### src/rtl/stream_rx_demux.sv
// AXI-Stream receive front end: per-packet type latch, one-hot channel steering, 2-entry skid buffer.
// Optional macro STREAM_RX_KEEP_CHECK_EN builds the sticky partial-tkeep detector behind keep_err.
module stream_rx_demux #(
  parameter int DATA_W = 64,
  parameter int KEEP_W = DATA_W/8,
  parameter int NUM_CH = 4,
  parameter int TYPE_W = 2,
  parameter int CNT_W  = 16
) (
  input  logic              sclk,
  input  logic              s_rst_n,
  input  logic [DATA_W-1:0] s_axis_tdata,
  input  logic [KEEP_W-1:0] s_axis_tkeep,
  input  logic              s_axis_tvalid,
  output logic              s_axis_tready,
  input  logic              s_axis_tlast,
  input  logic              rx_en,
  input  logic [TYPE_W-1:0] data_type,
  input  logic [CNT_W-1:0]  exp_beats,
  output logic [DATA_W-1:0] rx_data,
  output logic [KEEP_W-1:0] rx_keep,
  output logic [NUM_CH-1:0] rx_vld,
  output logic              rx_last,
  input  logic              rx_rdy,
  output logic              write_finish,
  output logic              len_err,
  output logic [CNT_W-1:0]  beat_cnt,
  output logic              keep_err
);

  typedef enum logic [1:0] {IDLE, RECV, DONE} state_t;

  typedef struct packed {
    logic [DATA_W-1:0] data;
    logic [KEEP_W-1:0] keep;
    logic              last;
  } beat_t;

  state_t            state;
  logic [TYPE_W-1:0] cur_type;
  logic [31:0]       type_ext;
  logic              last_seen;
  beat_t             in_b, out_q, sk_q;
  logic              out_vld, sk_vld;
  logic              acc, drop, drain, out_free, pkt_start;

  assign in_b      = '{data: s_axis_tdata, keep: s_axis_tkeep, last: s_axis_tlast};
  assign type_ext  = 32'(cur_type);
  // Out-of-range types have no lane: beats drain internally without rx_rdy.
  assign drop      = (type_ext >= NUM_CH);
  assign drain     = out_vld & (rx_rdy | drop);
  assign out_free  = ~out_vld | drain;
  assign pkt_start = (state == IDLE) & rx_en;

  assign s_axis_tready = (state == RECV) & rx_en & ~sk_vld & ~last_seen;
  assign acc           = s_axis_tvalid & s_axis_tready;

  always_ff @(posedge sclk or negedge s_rst_n) begin
    if (!s_rst_n) begin
      state     <= IDLE;
      cur_type  <= '0;
      beat_cnt  <= '0;
      last_seen <= 1'b0;
    end else begin
      case (state)
        IDLE: if (rx_en) begin
          state     <= RECV;
          cur_type  <= data_type;
          beat_cnt  <= '0;
          last_seen <= 1'b0;
        end
        RECV: begin
          if (acc) begin
            if (beat_cnt != '1) beat_cnt <= beat_cnt + CNT_W'(1);
            if (s_axis_tlast)   last_seen <= 1'b1;
          end
          if (drain & out_q.last) state <= DONE;
        end
        default: state <= IDLE;
      endcase
    end
  end

  // Output register refills from skid first to keep order; skid only catches a beat while output stalls.
  always_ff @(posedge sclk or negedge s_rst_n) begin
    if (!s_rst_n) begin
      out_q   <= '0;
      out_vld <= 1'b0;
      sk_q    <= '0;
      sk_vld  <= 1'b0;
    end else if (out_free) begin
      if (sk_vld) begin
        out_q   <= sk_q;
        out_vld <= 1'b1;
        sk_vld  <= 1'b0;
      end else if (acc) begin
        out_q   <= in_b;
        out_vld <= 1'b1;
      end else begin
        out_q   <= '0;
        out_vld <= 1'b0;
      end
    end else if (acc) begin
      sk_q   <= in_b;
      sk_vld <= 1'b1;
    end
  end

  assign rx_data = out_q.data;
  assign rx_keep = out_q.keep;
  assign rx_last = out_q.last;

  always_comb begin
    rx_vld = '0;
    for (int i = 0; i < NUM_CH; i++)
      rx_vld[i] = out_vld & ~drop & (type_ext == 32'(i));
  end

  assign write_finish = (state == DONE);
  assign len_err      = write_finish & (exp_beats != '0) & (beat_cnt != exp_beats);

`ifdef STREAM_RX_KEEP_CHECK_EN
  always_ff @(posedge sclk or negedge s_rst_n) begin
    if (!s_rst_n)                                          keep_err <= 1'b0;
    else if (pkt_start)                                    keep_err <= 1'b0;
    else if (acc & ~s_axis_tlast & (s_axis_tkeep != '1))   keep_err <= 1'b1;
  end
`else
  assign keep_err = 1'b0;
`endif

endmodule

### config.mk
export PLATFORM = sky130hd
export DESIGN_NAME = stream_rx_demux
export DESIGN_NICKNAME = d
export VERILOG_FILES = /design/src/rtl/stream_rx_demux.sv
export SDC_FILE = /design/constraint.sdc
export NUM_CORES = 1
export LEC_CHECK = 0
export ABC_AREA = 1
export ABC_CLOCK_PERIOD_IN_PS = 2200
export BUFFER_PORTS_ARGS = -buffer_cell sky130_fd_sc_hd__buf_2
export CAP_MARGIN = 20
export CORE_MARGIN = 2
export CORE_UTILIZATION = 45
export DETAILED_ROUTE_END_ITERATION = 7
export PLACE_DENSITY = 0.66
export SLEW_MARGIN = 15
export SYNTH_ARGS = -nofsm -noshare
export SYNTH_HDL_FRONTEND = slang
export SYNTH_SLANG_ARGS = --single-unit
### constraint.sdc
create_clock -name sclk -period 2.2 [get_ports sclk]
set_clock_uncertainty 0.1 [all_clocks]
set_input_delay 0.44 -clock sclk [delete_from_list [all_inputs] [get_ports sclk]]
set_output_delay 0.44 -clock sclk [all_outputs]
set_load 0.005 [all_outputs]
==> results.json <==
{
  "status": "completed",
  "clkPwrFrac": 0.276,
  "synth-edff-count": 0,
  "grt_pass1_vias": 6543,
  "internal_power_mw": 7.16,
  "avgSynthCellArea_um2": 7.84,
  "grt_usage": 0.219,
  "setup_slack_ns": 0.0802,
  "async_reset_ff_frac": 1.00,
  "critical_path.cell_chain": "buf_6 > xnor2_2 > o21ai_1 > nor2_1 > nand2_1 > nor2_1 > nor2_1 > buf_2",
  "first_pass_iters": 5,
  "p_switching_mw": 3.67,
  "portBuffers": 191,
  "setup_viol": 0,
  "ys_ff_latch": 169,
  "htreeDepth": 4,
  "synth_most_common_cell": "nand2_1",
  "drive_gt1_frac": 0.233,
  "slew_viol_final": 0,
  "ioPinCount": 193,
  "diodes": 0,
  "worstPathArrival_ns": 1.58,
  "synth_common_cells": "323 x nand2_1, 169 x dfrtp_1, 155 x a21oi_1",
  "hpwl_um": 12900,
  "drt.antenna.violating_nets": 0,
  "vias": 7169,
  "critical_path_class": "reg -> out",
  "grt-ovfl-total": 0,
  "grt_max_degree": 75,
  "synth_top_area_share": 0.541,
  "max-vdd-ir-drop_uv": 677,
  "finalWirelength_um": 20100,
  "final.period_utilization": 0.964,
  "max-cap-violations": 0,
  "finalNetCount": 1270,
  "cts_buffer_depth": 2,
  "synth_area_leaders": "dfrtp_1 54%, nand2_1 16%, a21oi_1 9.9%, nor2_1 5.9%, nand3_1 5.5%",
  "routed_via_density": 5.08,
  "fmax_ghz": 0.472,
  "fin_hold_ws_ns": 0.162,
  "power_frac_seq": 0.436,
  "final_hold_viol_count": 0,
  "cp-end-kind": "primary output",
  "cts_root_buffer": "clkbuf_16",
  "pre_cts_ws_ns": 0.0927,
  "die_area_um2": 18400,
  "clkLatencyLatePin_ns": 0.42,
  "numCtsBuffers": 17,
  "die_h_um": 136,
  "die_width_um": 136,
  "syn_nets": 1094,
  "yosysTopAreaCell": "dfrtp_1",
  "grt_pass1_wl_um": 32200,
  "worst_pin_slew_ns": 0.897,
  "clk_pin_slew_worst_paths_ns": 0.06,
  "relSlewSlack": 0.402,
  "netlist_instances": 997,
  "crit_slowest_cell": "dfrtp_1",
  "syn_area_um2": 7810,
  "antenna_found_initial": 1,
  "routedWlPerCell_um": 14.3,
  "yosysWarnings": 0,
  "crit_required_ns": 1.66,
  "p_leak_nw": 5.18,
  "startpoint_type": "flip-flop",
  "area_growth_pct": 24.5,
  "synthFlopType": "dfrtp_1",
  "core-area_um2": 17100,
  "critical_path.most_common_cell": "nor2_1",
  "clkSinkCount": 169,
  "ys_seq_area_frac": 0.541,
  "ys_types": 27,
  "drt_iter0_drc": 473,
  "hold_path_class": "in -> reg",
  "cts_tree": "yes",
  "pwr_density_cell_nw_per_um2": 1110,
  "fp-row-count": 48,
  "place_congestion": 0.823,
  "start_util": 0.457,
  "path_max_fanout": 3,
  "min_period_ns": 2.12,
  "sw_frac_of_total": 0.339,
  "worst_path_largest_cell_delay_ns": 0.39,
  "combPwrFrac": 0.288,
  "drc": 0
}
==> cell families (layout without fill, tap and decap cells) <==
logic type                 count (synthesis)  in the layout  share of synthesized area
and+or+nand+nor                          551            551                      0.286
AOI/OAI and AO/OA                        172            172                      0.111
DFF                                      169            169                      0.541
buffers and inverters                     97            286                     0.0530
xor gates and xnor gates                   6              6                    0.00673
adders and majority gates                  1              1                    0.00160
other                                      1              1                   0.000480
==> through the flow <==
stage	cells	util	TNS, ns	power, mW	instance area [um^2]
4_1_cts	1405	0.563	0	10.8	9640
5_1_grt	1411	0.569	-0.00942	11.6	9730
6_report	1411	0.569	0	10.8	9730
3_5_place_dp	1371	0.527	0	7.78	9020
2_1_floorplan	997	-	0	6.52	7810
3_3_place_gp	1371	0.527	0	7.69	9020
==> timing repair <==
item / 4_1_cts / 5_1_grt
gates resized for setup: 4 / 15
buffers inserted: 1 / 6
pin swaps: 1 / 6
cloned: 0 / 0
endpoints found under the hold margin: 26 / 0
hold buffers: 1 / 0
setup endpoints to repair: 1 / 17
==> layout by cell type, fill, tap and decap left out, drive strengths merged <==
cell,count
nand4,5
bufinv,2
clkinvlp,3
dfrtp,169
a31oi,2
nand2,323
o21bai,1
dlygate4sd3,1
nor4,2
clkinv,5
a21oi,155
inv,38
o21ai,13
ha,1
clkbuf,21
nand3b,1
xnor2,6
nand3,87
conb,1
or2,3
buf,216
nor3,6
nor2,124
o21a,1
==> path summary, 6_finish.rpt <==
check                      cells after the start           end  slack (ns)              from
setup / recovery                               8       len_err        0.08       beat_cnt[0]
hold / removal                                 3      sk_q[53]        0.16  s_axis_tdata[44]
setup reg to reg                              10  beat_cnt[12]        0.22       beat_cnt[0]
hold reg to reg                                2      sk_q[68]        0.37          sk_q[68]
max in group asynchronous                      3  beat_cnt[11]        0.94           s_rst_n
min in group asynchronous                      2   rx_data[38]        0.38           s_rst_n
==> power by group through the flow <==
stage	sequential (mW)	combinational, mW	clock (mW)
after floorplan	4.71	1.81	0
after global placement	4.74	2.95	0
after detailed placement	4.76	3.02	0
after CTS	4.73	3.04	3.05
after global routing	4.86	3.56	3.16
final	4.72	3.12	2.99
==> state kept, by name, indices dropped and copies added, names as in the netlist <==
name and count:
rx_keep 8, out_vld 1, beat_cnt 16, sk_q 73, rx_data 64, rx_last 1, cur_type 2, last_seen 1
state 2, sk_vld 1
==> layer usage <==
layer | vias up | track usage | routed length [um]
met1 | 3391 | 0.301 | 9290
met4 | 2 | 0.0608 | 191
li1 | 3567 | - | -
met2 | 194 | 0.353 | 9570
met3 | 15 | 0.0445 | 1070
met5 | - | 0 | 7
==> final cells by class <==
cell class | instances | area (um^2)
flip-flops and latches | 169 | 4250
inverters | 37 | 139
well taps | 225 | 282
fillers | 1633 | 7380
repair buffers | 217 | 1260
multi-input cells | 731 | 3210
clock buffers | 21 | 470
clock inverters | 11 | 120
==> critical path, delay by kind of cell, from the launching register on <==
family	cells	cell delay (ns)
flops	1	0.39
buf+inv	2	0.25
simple gates	4	0.33
xor+xnor	1	0.11
compound gates	1	0.08
(Power assumes the default switching activity.)
